<file path="src/rtl/riscv_i32c_fetch_align.sv">
// Fetch sequencer and halfword aligner for an RV32IC/RV32EC decoder.
// Issues word-aligned fetches and queues the returned halfwords. It presents
// one complete 16-bit or 32-bit instruction per handshake, including 32-bit
// instructions that straddle a word boundary and halfword-aligned redirects.
module riscv_i32c_fetch_align #(
  parameter int unsigned BUFFER_HALFWORDS = 4,
  parameter logic [31:0] RESET_PC         = 32'h0000_0000
) (
  input  logic        clk,
  input  logic        reset,
  input  logic        riscv_config__i32c,
  input  logic        flush,
  input  logic [31:0] flush_pc,
  output logic        fetch_req,
  output logic [31:0] fetch_address,
  input  logic        fetch_ack,
  input  logic [31:0] fetch_data,
  output logic        instr_valid,
  input  logic        instr_ready,
  output logic [31:0] instr_data,
  output logic [31:0] instr_pc,
  output logic        instr_is_compressed
);

  localparam int unsigned   CW        = $clog2(BUFFER_HALFWORDS + 1);
  localparam logic [CW-1:0] CNT_ZERO  = CW'(0);
  localparam logic [CW-1:0] CNT_ONE   = CW'(1);
  localparam logic [CW-1:0] CNT_TWO   = CW'(2);
  localparam logic [CW-1:0] REQ_LIMIT = CW'(BUFFER_HALFWORDS - 2);

  // Halfword queue; entry 0 is the oldest halfword and sits at pc_q.
  logic [15:0]   hw_buf_q [BUFFER_HALFWORDS];
  logic [15:0]   hw_buf_d [BUFFER_HALFWORDS];
  logic [15:0]   shift_s  [BUFFER_HALFWORDS];
  logic [CW-1:0] count_q, count_d;
  logic [31:0]   pc_q, pc_d;
  logic [31:0]   fetch_address_q, fetch_address_d;
  logic          discard_half_q, discard_half_d;

  logic          is_c_s;
  logic          push_s;
  logic          pop_s;
  logic [CW-1:0] pop_cnt_s;
  logic [CW-1:0] push_cnt_s;
  logic [CW-1:0] wr_idx_s;
  logic [15:0]   push_lo_s;
  logic          unused_flush_pc0_s;

  // Bit 0 of a redirect target carries no information for halfword-aligned code.
  assign unused_flush_pc0_s = flush_pc[0];

  // Handshake decode and instruction presentation, all from registered state.
  always_comb begin
    is_c_s     = riscv_config__i32c && (hw_buf_q[0][1:0] != 2'b11);
    instr_valid = !reset && ((count_q >= CNT_TWO) || ((count_q == CNT_ONE) && is_c_s));
    // The request looks at the count before any pop, so a push always fits.
    fetch_req  = !reset && !flush && (count_q <= REQ_LIMIT);
    push_s     = fetch_req && fetch_ack;
    pop_s      = instr_valid && instr_ready;
    pop_cnt_s  = pop_s  ? (is_c_s ? CNT_ONE : CNT_TWO) : CNT_ZERO;
    push_cnt_s = push_s ? (discard_half_q ? CNT_ONE : CNT_TWO) : CNT_ZERO;
    wr_idx_s   = count_q - pop_cnt_s;
    push_lo_s  = discard_half_q ? fetch_data[31:16] : fetch_data[15:0];
    instr_data = is_c_s ? {16'h0000, hw_buf_q[0]} : {hw_buf_q[1], hw_buf_q[0]};
    instr_pc            = pc_q;
    instr_is_compressed = is_c_s;
    fetch_address       = fetch_address_q;
  end

  // Queue contents after removing the halfwords consumed by this cycle's pop.
  always_comb begin
    shift_s = hw_buf_q;
    case (pop_cnt_s)
      CNT_ONE: begin
        for (int i = 0; i < BUFFER_HALFWORDS - 1; i++) begin
          shift_s[i] = hw_buf_q[i + 1];
        end
      end
      CNT_TWO: begin
        for (int i = 0; i < BUFFER_HALFWORDS - 2; i++) begin
          shift_s[i] = hw_buf_q[i + 2];
        end
      end
      default: begin
        shift_s = hw_buf_q;
      end
    endcase
  end

  // Next state: a redirect wins over push and pop; otherwise pop then append.
  always_comb begin
    hw_buf_d        = hw_buf_q;
    count_d         = count_q;
    pc_d            = pc_q;
    fetch_address_d = fetch_address_q;
    discard_half_d  = discard_half_q;
    if (flush) begin
      count_d         = CNT_ZERO;
      pc_d            = {flush_pc[31:1], 1'b0};
      fetch_address_d = {flush_pc[31:2], 2'b00};
      discard_half_d  = flush_pc[1];
    end else begin
      for (int i = 0; i < BUFFER_HALFWORDS; i++) begin
        if (push_s && (CW'(i) == wr_idx_s)) begin
          hw_buf_d[i] = push_lo_s;
        end else if (push_s && !discard_half_q && (CW'(i) == (wr_idx_s + CNT_ONE))) begin
          hw_buf_d[i] = fetch_data[31:16];
        end else begin
          hw_buf_d[i] = shift_s[i];
        end
      end
      count_d = count_q - pop_cnt_s + push_cnt_s;
      pc_d    = pc_q + (pop_s ? (is_c_s ? 32'd2 : 32'd4) : 32'd0);
      if (push_s) begin
        fetch_address_d = fetch_address_q + 32'd4;
        discard_half_d  = 1'b0;
      end else begin
        fetch_address_d = fetch_address_q;
        discard_half_d  = discard_half_q;
      end
    end
  end

  // State registers with synchronous reset to the boot PC.
  always_ff @(posedge clk) begin
    if (reset) begin
      for (int i = 0; i < BUFFER_HALFWORDS; i++) begin
        hw_buf_q[i] <= 16'h0000;
      end
      count_q         <= CNT_ZERO;
      pc_q            <= RESET_PC;
      fetch_address_q <= {RESET_PC[31:2], 2'b00};
      discard_half_q  <= RESET_PC[1];
    end else begin
      hw_buf_q        <= hw_buf_d;
      count_q         <= count_d;
      pc_q            <= pc_d;
      fetch_address_q <= fetch_address_d;
      discard_half_q  <= discard_half_d;
    end
  end

endmodule

</file>
<file path="config.mk">
export PLATFORM = sky130hd
export DESIGN_NAME = riscv_i32c_fetch_align
export DESIGN_NICKNAME = d
export VERILOG_FILES = /design/src/rtl/riscv_i32c_fetch_align.sv
export SDC_FILE = /design/constraint.sdc
export NUM_CORES = 1
export LEC_CHECK = 0
export ABC_AREA = 1
export BUFFER_PORTS_ARGS = -buffer_cell sky130_fd_sc_hd__buf_4
export CAP_MARGIN = 20
export CORE_UTILIZATION = 55
export CTS_CLUSTER_DIAMETER = 40
export DETAILED_ROUTE_END_ITERATION = 10
export MAX_ROUTING_LAYER = met4
export PLACE_DENSITY = 0.79
export SLEW_MARGIN = 20
export SYNTH_ARGS = -nofsm -noshare
export SYNTH_HDL_FRONTEND = slang
export SYNTH_SLANG_ARGS = --single-unit
</file>
<file path="constraint.sdc">
create_clock -name clk -period 6.1 [get_ports clk]
set_input_delay 0.915 -clock clk [delete_from_list [all_inputs] [get_ports clk]]
set_output_delay 0.915 -clock clk [all_outputs]
set_load 0.05 [all_outputs]
</file>
==> results of run 1 <==
==> placed cells by master (no fill, tap or decap), drive strengths merged <==
master / synthesis / routed
nand2: 436 / 436
nor2: 236 / 236
inv: 186 / 186
buf: 49 / 175
nand3: 150 / 150
dfxtp: 129 / 129
o21ai: 104 / 104
a21oi: 50 / 50
clkbuf: 40 / 26
o211ai: 18 / 18
xor2: 18 / 18
or2: 17 / 17
o22ai: 15 / 15
nor3: 15 / 15
xnor2: 10 / 10
nand4: 9 / 9
a31oi: 7 / 7
ha: 6 / 6
clkinv: 2 / 5
nand3b: 4 / 4
fa: 3 / 3
conb: 1 / 3
o32ai: 2 / 2
nor4: 2 / 2
bufinv: 0 / 2
nor3b: 1 / 1
and3: 1 / 1
o21bai: 1 / 1
==> per-layer routing <==
metal	track usage	vias to the layer above	routed length [um]
met5	-	-	0
met4	0.131	0	862
met3	0.0446	79	2270
met2	0.544	493	12800
met1	0.491	4610	12900
li1	-	4970	-
==> flip-flops by register name, indices dropped and copies added, names as in the netlist <==
signal and flops:
instr_pc 31, hw_buf_q 64, count_q 3, fetch_address 30
discard_half_q 1
==> path summary, 6_finish.rpt <==
path | depth (start not counted) | end | start | slack (ps)
min | 4 | hw_buf_q[59]$_SDFFE_PP0P_ | hw_buf_q[59]$_SDFFE_PP0P_ | 510
min reg2reg | 4 | hw_buf_q[59]$_SDFFE_PP0P_ | hw_buf_q[59]$_SDFFE_PP0P_ | 510
max | 22 | hw_buf_q[37]$_SDFFE_PP0P_ | riscv_config__i32c | 1260
max reg2reg | 22 | hw_buf_q[37]$_SDFFE_PP0P_ | hw_buf_q[49]$_SDFFE_PP0P_ | 1430
==> cell families after synthesis <==
group | Yosys count
AOI/OAI and AO/OA | 197
xor gates and xnor gates | 28
adders and majority gates | 9
buffers and inverters | 277
DFF | 129
other | 1
and+or+nand+nor | 871
==> worst max-delay path, delay by kind of cell <==
family                   cells  cell delay (ps)
AO/OA/AOI/OAI                1              230
adder cells (fa/ha/maj)      3              980
buffers and inverters        8              970
AND/OR/NAND/NOR             10             2070
==> report_power, final <==
part | internal (W) | total [W] | switching (W)
clock | 0.000652 | 0.00104 | 0.000384
sequential | 0.000879 | 0.000920 | 0.0000412
combinational | 0.000130 | 0.000429 | 0.000299
==> through the flow <==
stage / worst slack [ps] / std cells / instance area [um^2] / hold WS, ps
after CTS: 1340 / 1847 / 10600 / 519
after floorplan: 1600 / 1514 / 8900 / 475
final: 1260 / 1847 / 10600 / 514
after global routing: 918 / 1847 / 10600 / 541
after global placement: 1050 / 1816 / 10000 / 494
after detailed placement: 916 / 1816 / 10000 / 501
==> area by class of cell <==
cell class              instances  share of cell area
clock inverters                 5             0.00706
multi-input cells            1108               0.487
clock buffers                  26              0.0479
well taps                     216              0.0254
repair buffers                175               0.124
flip-flops and latches        129               0.243
inverters                     188              0.0664
==> metrics.md, run 1 <==
| Metric | Value |
|---|---|
| Setup Total Neg Slack | `0 ps` |
| Compound-gate portion of the synthesized area | `0.120` |
| Die area | `0.0167 mm^2` |
| Nets | `1698` |
| Fmax | `206 MHz` |
| Core area | `0.0158 mm^2` |
| Reg clk slew, reported paths | `60 ps` |
| Setup Skew | `9.26 ps` |
| Synth top area share | `0.291` |
| Post-DR vias/cell | `approximately 5.5` |
| Fillers | `roughly 1500` |
| Fin. max-slew vios | `0` |
| #FFs+latches synth | `between 100 and 150` |
| I/O pin cnt | `169` |
| FP Rows | `46` |
| Hold-fix buffers at CTS | `0` |
| Leak Pwr | `about 5.2 nW` |
| Die width | `roughly 130 um` |
| Slew at the pin closest to its max-slew limit | `around 800 ps` |
| Mapped cell area | `just under 0.009 mm^2` |
| FFs w/ async S/R, synth | `0` |
| Post-CTS resize count | `0` |
| Share of cells above drive strength 1 | `0.139` |
| Area leader, netlist | `dfxtp_1` |
| Final Power | `0.00239 W` |
| XOR/XNOR share of the synthesized area | `0.0276` |
| Diodes inserted | `0` |
| DP HPWL | `20100 um` |
| Largest net degree at the start of global routing | `67` |
| Avg Synthesized Cell Area | `around 5.9 um^2` |
| Post-CTS Setup Inserts | `0` |
| Die span in y | `around 130 um` |
| Outcome | `complete, no violations` |
| Seq/Total Area, Yosys | `0.291` |
| Mapped Cells | `1512` |
| Commonest cells post-synth | `427 x nand2_1, 231 x nor2_1, 183 x inv_1` |
| Vias in the first global route | `8832` |
| Initial Util | `0.562` |
| Root buffer cell | `clkbuf_16` |
| Fin util | `0.671` |
| Max FO, Critical Path | `32` |
| First-pass iteration count of the detailed router | `7` |
| Critical path required time | `~6400 ps` |
| Worst path cell trace | `buf_4, nand2_1, o21bai_1, nand4_1, inv_1, ha_1, inv_1, fa_1, nand2_1, clkinv_1, buf_4, ha_1, inv_1, nor2_1, buf_4, nand3_2, nand3_1, nand2_2, nor2_1, nand2_1, nand2_1, inv_1` |
| PortBufs | `between 150 and 200` |
| Adder-cell share of the synthesized area | `0.0152` |
| Final worst-path cycle share | `0.794` |
| Global Route Usage Sum | `0.360` |
| CTS Sinks | `129` |
| Mean routed wirelength per cell | `15.6 um` |
| Max incr delay on CP | `530 ps` |
| Post-synth EDFFs | `0` |
| Worst setup EP type | `flop` |
| Worst rel slew slack | `0.464` |
| Mux contribution to synthesized area | `0` |
| Largest cells by area after synthesis | `dfxtp_1 29%, nand2_1 18%, nor2_1 9.8%` |
| Multi-input logic area | `0.00517 mm^2` |
| Routed WL | `roughly 29000 um` |
| Initial antenna violation count | `0` |
| Drt initial violations | `1010` |
| Worst path slowest cell | `fa_1` |
| Clock latency on the worst-skew pair | `between 400 and 500 ps` |
| Drt drc | `0` |
| Unrepaired setup endpoints after global routing | `false` |
| Max-Cap Viols | `0` |
| ANT nets after route | `0` |
| Synth Area in Simple Gates | `0.417` |
| Crit path launch type | `primary input` |
| Wire length of the first global-routing pass | `44900 um` |
| HP Class | `flop to flop` |
| DR vias | `between 10000 and 15000` |
| Prevailing post-synth register cell | `dfxtp_1` |
| Cell Pwr Density | `224 mW/mm^2` |
| Final number of hold-violating endpoints | `0` |
| TritonCTS buffer count | `17` |
| Register area | `between 0.002 and 0.003 mm^2` |
| Most common cell in the netlist | `nand2_1` |
| Yosys warnings | `0` |
| H-tree depth | `4` |
| Peak supply drop | `0.000205 V` |
| CTS Buffer Depth | `2` |
| Placer Congestion | `0.909` |
| Critical path class | `primary input to flop` |
| Final critical-path required period | `4840 ps` |
| Data arrival, critical path | `5170 ps` |
| Overflow after GRT | `0` |
| Area Overhead vs Synth | `19.6%` |
| Setup Viol. Count Final | `0` |
| Largest family of logic cells by synthesized area | `simple AND/OR/NAND/NOR gates` |
| Yosys cell types | `40` |
| CTS tree | `done` |
(Power assumes the default switching activity.)
==> run 2: changes to the inputs <==
- clock period: 6.1 -> 4.75 ns (I/O delays scaled with it)
==> run 2 against run 1 <==
Clock skew shrank 0.61 ps. Total power grew 28%. Clock power rose by 27%. Global-route usage hardly changed. First-iteration DRC count grew 9.5%. Worst hold slack worse by 7.3 ps. Via count grew 0.19%. Routed wire length is 0.23% higher. Critical path depth down 2. Clock-buffer cell count increased by 1. Critical endpoint is now hw_buf_q[27]$_SDFFE_PP0P_. Largest power group unchanged. Combinational power up 29%.
==> metrics.md, run 2 (synthesized netlist as in run 1, its figures left out) <==
| Metric | Value |
|---|---|
| Peak supply drop | `0.000281 V (+37%)` |
| Post-CTS resize count | `0 (unchanged)` |
| ANT nets after route | `0 (unchanged)` |
| Reg clk slew, reported paths | `60 ps (about the same)` |
| Initial antenna violation count | `0 (unchanged)` |
| Design Area, Final | `0.0106 mm^2 (+0.15%)` |
| Unrepaired setup endpoints after global routing | `false` |
| Worst path cell trace | `nand2_1, nand2_1, o21bai_1, nand4_1, inv_1, ha_1, inv_1, fa_1, or2_2, nand2_1, inv_1, ha_1, inv_1, nor3_2, nand2_2, nand3_2, nand2_2, nand2_1, nand2_1, nor2_1` |
| Core area | `0.0158 mm^2 (unchanged)` |
| CTS Sinks | `129 (unchanged)` |
| FP Rows | `46 (unchanged)` |
| Hold-fix buffers at CTS | `0 (unchanged)` |
| HP Class | `primary input to flop` |
| Max-Cap Viols | `0 (unchanged)` |
| Final worst-path cycle share | `0.879` |
| I/O pin cnt | `169 (unchanged)` |
| Die area | `0.0167 mm^2 (unchanged)` |
| Max FFs per register | `64 (unchanged)` |
| Slew at the pin closest to its max-slew limit | `752 ps (-45.6 ps)` |
| Fmax | `239 MHz` |
| Crit path launch type | `flop` |
| PortBufs | `164 (unchanged)` |
| Fin. max-slew vios | `0 (unchanged)` |
| Worst path slowest cell | `nand2_2` |
| Leak Pwr | `5.21 nW (+0.16%)` |
| DR vias | `10200 (+0.19%)` |
| Critical path required time | `5070 ps (-1360 ps)` |
| Data arrival, critical path | `4500 ps (-670 ps)` |
| Setup Viol. Count Final | `0 (unchanged)` |
| Outcome | `complete, no violations` |
| Drt initial violations | `1106 (+9.5%)` |
| Final critical-path required period | `4180 ps` |
| Largest net degree at the start of global routing | `67 (unchanged)` |
| Post-DP Area | `0.0101 mm^2 (+0.23%)` |
| Final number of hold-violating endpoints | `0 (unchanged)` |
| WHS | `507 ps (-7.26 ps)` |
| Area Overhead vs Synth | `19.7%` |
| Register area | `0.00258 mm^2 (unchanged)` |
| Overflow after GRT | `0 (unchanged)` |
| Initial Util | `0.562 (unchanged)` |
| Cell Pwr Density | `287 mW/mm^2 (+28%)` |
| Nets | `1701 (+0.18%)` |
| Diodes inserted | `0 (unchanged)` |
| Drt drc | `0 (unchanged)` |
| Most frequent cells in the layout | `427 x nand2_1, 231 x nor2_1, 183 x inv_1` |
| Fin util | `0.672 (+0.00103)` |
| CTS tree | `done` |
| Root buffer cell | `clkbuf_16` |
| Fillers | `1542 (-0.45%)` |
| Post-CTS Setup Inserts | `0 (unchanged)` |
| Worst rel slew slack | `0.494 (+0.0307)` |
| Biggest register | `hw_buf_q` |
| Die span in y | `129 um (unchanged)` |
| Most common cell after layout, fill and taps aside | `nand2_1` |
| Wire length of the first global-routing pass | `45100 um (+0.60%)` |
| First-pass iteration count of the detailed router | `6 (-1)` |
| Mean routed wirelength per cell | `15.6 um (about the same)` |
| Placer Congestion | `0.914 (+0.61%)` |
| Max FO, Critical Path | `32 (unchanged)` |
| CTS Buffer Depth | `2 (unchanged)` |
| Setup Skew | `8.65 ps (-0.607 ps)` |
| Routed WL | `28900 um (+0.23%)` |
| Multi-input logic area | `0.00517 mm^2 (unchanged)` |
| Die width | `129 um (unchanged)` |
| Max incr delay on CP | `530 ps (about the same)` |
| Worst setup EP type | `flop` |
| H-tree depth | `4 (unchanged)` |
| TritonCTS buffer count | `17 (unchanged)` |
| Vias in the first global route | `8824 (-0.091%)` |
| Setup Total Neg Slack | `0 ps (unchanged)` |
| Global Route Usage Sum | `0.360 (+0.000406)` |
| DP HPWL | `20100 um (-0.32%)` |
| Post-DR vias/cell | `5.49 (about the same)` |
| Critical path class | `flop to flop` |
| Most frequent CP cell | `nand2_1` |
| Share of cells above drive strength 1 | `0.139 (+0.000884)` |
| Clock latency on the worst-skew pair | `430 ps (about the same)` |
==> run 2: cell count changes in the layout (fill, tap and decap cells not counted) <==
cell,before,now
buf_4,175,178
clkbuf_1,4,6
clkbuf_8,5,4
==> run 2: worst max-delay path: cells and delay by family (launching register included) <==
family                     cells  cell delay, ps
DFF                            1             320
and+or+nand+nor               12            2230
adders and majority gates      3             800
AOI/OAI and AO/OA              1             240
buffers and inverters          4             460
==> run 2: cell type report <==
class | count | share of cell area
clock inverter | 5 | 0.00705
multi-input combinational | 1108 | 0.486
timing repair buffer | 178 | 0.126
tap | 216 | 0.0254
inverter | 188 | 0.0663
clock buffer | 27 | 0.0473
sequential | 129 | 0.243
==> run 2: report_power, final <==
part	switching, W	internal [W]
logic	0.000384	0.000169
clock network	0.000491	0.000827
registers	0.0000532	0.00113
==> run 2: through the flow <==
stage	total power, W	setup WS, ps	cells
floorplan	0.00156	455	1514
global placement	0.00174	420	1819
detailed placement	0.00175	287	1819
CTS	0.00305	668	1851
global route	0.00315	220	1851
finish	0.00305	573	1851
==> run 2: layer usage <==
| layer | up-vias | GRT usage | wire (um) |
|---|---|---|---|
| li1 | 4957 | - | - |
| met1 | 4609 | 0.489 | 12700 |
| met5 | - | - | 0 |
| met4 | 0 | 0.137 | 754 |
| met3 | 71 | 0.0553 | 2590 |
| met2 | 534 | 0.537 | 12900 |
==> run 2: final timing paths <==
kind | from | end | slack [ps] | depth (start not counted)
worst max-delay path | hw_buf_q[48]$_SDFFE_PP0P_ | hw_buf_q[27]$_SDFFE_PP0P_ | 570 | 20
worst min register to register | hw_buf_q[8]$_SDFFE_PP0P_ | hw_buf_q[8]$_SDFFE_PP0P_ | 510 | 2
worst min-delay path | flush_pc[29] | instr_pc[29]$_SDFF_PP0_ | 510 | 3
worst max register to register | hw_buf_q[48]$_SDFFE_PP0P_ | hw_buf_q[27]$_SDFFE_PP0P_ | 570 | 20
==> run 3: changes to the inputs <==
- ABC_AREA: 1 -> unset
- PLACE_DENSITY: 0.79 -> 0.8
==> run 3 against run 2 <==
Global-route usage down 2.9 points. Worst hold slack worse by 50 ps. Sequential power about the same. Register-to-register slack better by 170 ps. Area after synthesis down 11%. Via count down 22%. Sequential share of layout area up 2.6 points. Sequential cell count unchanged. Largest power group unchanged. Highest routed layer unchanged.
==> metrics.md, run 3 <==
| Metric | Value |
|---|---|
| Final number of hold-violating endpoints | `0 (unchanged)` |
| Critical path required time | `5030 ps (-40 ps)` |
| Post-CTS resize count | `0 (unchanged)` |
| Fin. max-slew vios | `0 (unchanged)` |
| Launch point of the worst hold path | `hw_buf_q[57]$_SDFFE_PP0P_` |
| Core area | `0.0140 mm^2 (-12%)` |
| Yosys cell types | `70 (+75%)` |
| GR Util met2 | `0.517 (-0.0207)` |
| Mapped Cells | `979 (-35%)` |
| Setup Skew | `9.12 ps (+0.468 ps)` |
| Most frequent cells in the layout | `182 x buf_4, 129 x dfxtp_1, 106 x nand2_1` |
| Hold-fix buffers at CTS | `0 (unchanged)` |
| Overflow after GRT | `0 (unchanged)` |
| M3 GR Usage | `0.0679 (+0.0126)` |
| Hold endpoint | `hw_buf_q[57]$_SDFFE_PP0P_` |
| First-pass iteration count of the detailed router | `8 (+2)` |
| DR vias | `7918 (-22%)` |
| Setup Total Neg Slack | `0 ps (unchanged)` |
| Reg2reg path depth | `14 (-30%)` |
| HP Class | `flop to flop` |
| I/O pin cnt | `169 (unchanged)` |
| Max FFs per register | `64 (unchanged)` |
| Post-DR vias/cell | `6.19 (+13%)` |
| Most common cell in the netlist | `dfxtp_1` |
| Worst rel slew slack | `0.323 (-0.171)` |
| Drt initial violations | `843 (-24%)` |
| Nets | `1166 (-31%)` |
| Final worst-path cycle share | `0.844 (-0.0353)` |
| Fmax | `249 MHz (+4.2%)` |
| Root buffer cell | `clkbuf_16` |
| Die area | `0.0149 mm^2 (-11%)` |
| Worst setup EP type | `flop` |
| Avg Synthesized Cell Area | `8.10 um^2 (+38%)` |
| Top Usage Layer GRT | `met2` |
| Die width | `122 um (-5.5%)` |
| PortBufs | `164 (unchanged)` |
| Final critical-path required period | `4010 ps (-168 ps)` |
| Mapped cell area | `0.00793 mm^2 (-11%)` |
| Initial Util | `0.567 (+0.00515)` |
| Diodes inserted | `0 (unchanged)` |
| FP Rows | `43 (-6.5%)` |
| Wire length of the first global-routing pass | `37500 um (-17%)` |
| TritonCTS buffer count | `17 (unchanged)` |
| FFs w/ async S/R, synth | `0 (unchanged)` |
| Seq/Total Area, Yosys | `0.326 (+0.0352)` |
| Vias in the first global route | `7357 (-17%)` |
| Max-Cap Viols | `0 (unchanged)` |
| CTS Buffer Depth | `2 (unchanged)` |
| H-tree depth | `4 (unchanged)` |
| Post-synth EDFFs | `0 (unchanged)` |
| Slew at the pin closest to its max-slew limit | `1010 ps (+260 ps)` |
| Drt drc | `0 (unchanged)` |
| Prevailing post-synth register cell | `dfxtp_1` |
| Critical path class | `flop to flop` |
| Cell Pwr Density | `306 mW/mm^2 (+6.8%)` |
| Die span in y | `122 um (-5.5%)` |
| Placed Instances | `1248 (-31%)` |
| Largest cells by area after synthesis | `dfxtp_1 33%, nand2_1 5.0%, mux2i_1 4.3%` |
| Max FO, Critical Path | `21 (-34%)` |
| Area Overhead vs Synth | `21.5%` |
| #FFs+latches synth | `129 (unchanged)` |
| Reg2Reg Setup Slack | `740 ps (+170 ps)` |
| Yosys warnings | `0 (unchanged)` |
| Post-CTS Setup Inserts | `0 (unchanged)` |
| Largest net degree at the start of global routing | `76 (+13%)` |
| Synth top area share | `0.326 (+0.0352)` |
| Hold depth | `2 (-1)` |
| Commonest cells post-synth | `129 x dfxtp_1, 106 x nand2_1, 82 x nor2_1` |
| Area leader, netlist | `dfxtp_1` |
| Global Route Usage Sum | `0.331 (-0.0293)` |
| Final std cells w/o fill | `1279 (-31%)` |
| Leak Pwr | `3.70 nW (-29%)` |
| Share of cells above drive strength 1 | `0.221 (+0.0817)` |
| Reg2reg start | `count_q[1]$_SDFF_PP0_` |
| Reg2Reg Capture Point | `hw_buf_q[51]$_SDFFE_PP0P_` |
| DP HPWL | `15500 um (-23%)` |
| Placer Congestion | `0.864 (-5.5%)` |
| Setup Viol. Count Final | `0 (unchanged)` |
| GR Util met1 | `0.417 (-0.0723)` |
| Most common cell after layout, fill and taps aside | `buf_4` |
| Unrepaired setup endpoints after global routing | `false` |
| Fin util | `0.688 (+0.0160)` |
| CTS Sinks | `129 (unchanged)` |
| Initial antenna violation count | `0 (unchanged)` |
| Reg clk slew, reported paths | `50 ps (about the same)` |
| Crit path launch type | `flop` |
| Peak supply drop | `0.000264 V (-6.2%)` |
| Clock latency on the worst-skew pair | `420 ps (about the same)` |
| WHS | `457 ps (-50.5 ps)` |
| Data arrival, critical path | `4290 ps (-210 ps)` |
| Outcome | `complete, no violations` |
| Biggest register | `hw_buf_q` |
| Routed WL | `23800 um (-18%)` |
| Fillers | `1161 (-25%)` |
| Mean routed wirelength per cell | `18.6 um (+19%)` |
| CTS tree | `done` |
| ANT nets after route | `0 (unchanged)` |
run 3: cell count changes in the layout (fill, tap and decap cells not counted), sizes merged, moves of 20 or more:
cell and delta:
nand3 -131, inv -158, a21boi +20, o21ai -88, nand2 -328, mux2i +34, nor2 -153
run 3: per-stage QoR:
step,cell area (um^2),worst slack (ps),power (W)
final,9630,741,0.00295
after global routing,9630,455,0.00303
after CTS,9620,732,0.00294
after detailed placement,9070,360,0.00172
after global placement,9070,458,0.00171
after floorplan,7940,737,0.00154
run 3: routing by layer:
layer / routed length, um / share of wire
met1: 10100 / 0.43
met2: 11200 / 0.47
met3: 1990 / 0.084
met4: 469 / 0.020
met5: 0 / 0
run 3: area by class of cell:
| class | count | area [um^2] | share of cell area |
|---|---|---|---|
| Clock buffer | 26 | 499 | 0.0518 |
| Multi-Input combinational cell | 728 | 4790 | 0.498 |
| Tap cell | 180 | 225 | 0.0234 |
| Inverter | 29 | 109 | 0.0113 |
| Timing Repair Buffer | 182 | 1370 | 0.142 |
| Sequential cell | 129 | 2580 | 0.268 |
| Clock inverter | 5 | 52.6 | 0.00546 |
run 3: how the worst max path moves through the flow:
stage,slack (ps),from,to,depth (start not counted)
after CTS,730,count_q[1]$_SDFF_PP0_,hw_buf_q[56]$_SDFFE_PP0P_,13
after global placement,460,riscv_config__i32c,hw_buf_q[57]$_SDFFE_PP0P_,15
after floorplan,740,riscv_config__i32c,hw_buf_q[57]$_SDFFE_PP0P_,16
after global routing,450,count_q[1]$_SDFF_PP0_,hw_buf_q[9]$_SDFFE_PP0P_,13
after detailed placement,360,riscv_config__i32c,hw_buf_q[57]$_SDFFE_PP0P_,15
final,740,count_q[1]$_SDFF_PP0_,hw_buf_q[51]$_SDFFE_PP0P_,14
run 3: critical path, stage by stage (launching register included):
cell and delay, ps:
dfxtp_1 360, o311ai_0 550, inv_1 250, ha_1 250, inv_1 60, fa_1 490, inv_1 140, nor2_1 60
ha_1 320, nand4bb_1 130, a21boi_1 240, o32a_2 520, buf_4 290, a221o_1 130, a21oi_1 60
run 3: power breakdown:
group	switching, W	leakage (nW)	internal [W]	total, W
sequential	0.0000546	1.06	0.00113	0.00118
combinational	0.000342	2.37	0.000183	0.000524
clock	0.000471	0.270	0.000769	0.00124
total	0.000867	3.70	0.00208	0.00295
run 3: cell families (layout without fill, tap and decap cells):
| kind of cell | count (synthesis) | after routing | synth area share |
|---|---|---|---|
| other | 1 | 3 | 0.000473 |
| buffers and inverters | 124 | 242 | 0.0748 |
| AND/OR/NAND/NOR | 354 | 354 | 0.229 |
| AO/OA/AOI/OAI | 268 | 268 | 0.237 |
| multiplexers | 52 | 52 | 0.0685 |
| XOR/XNOR | 42 | 42 | 0.0473 |
| flip-flops | 129 | 129 | 0.326 |
| adder cells (fa/ha/maj) | 9 | 9 | 0.0170 |
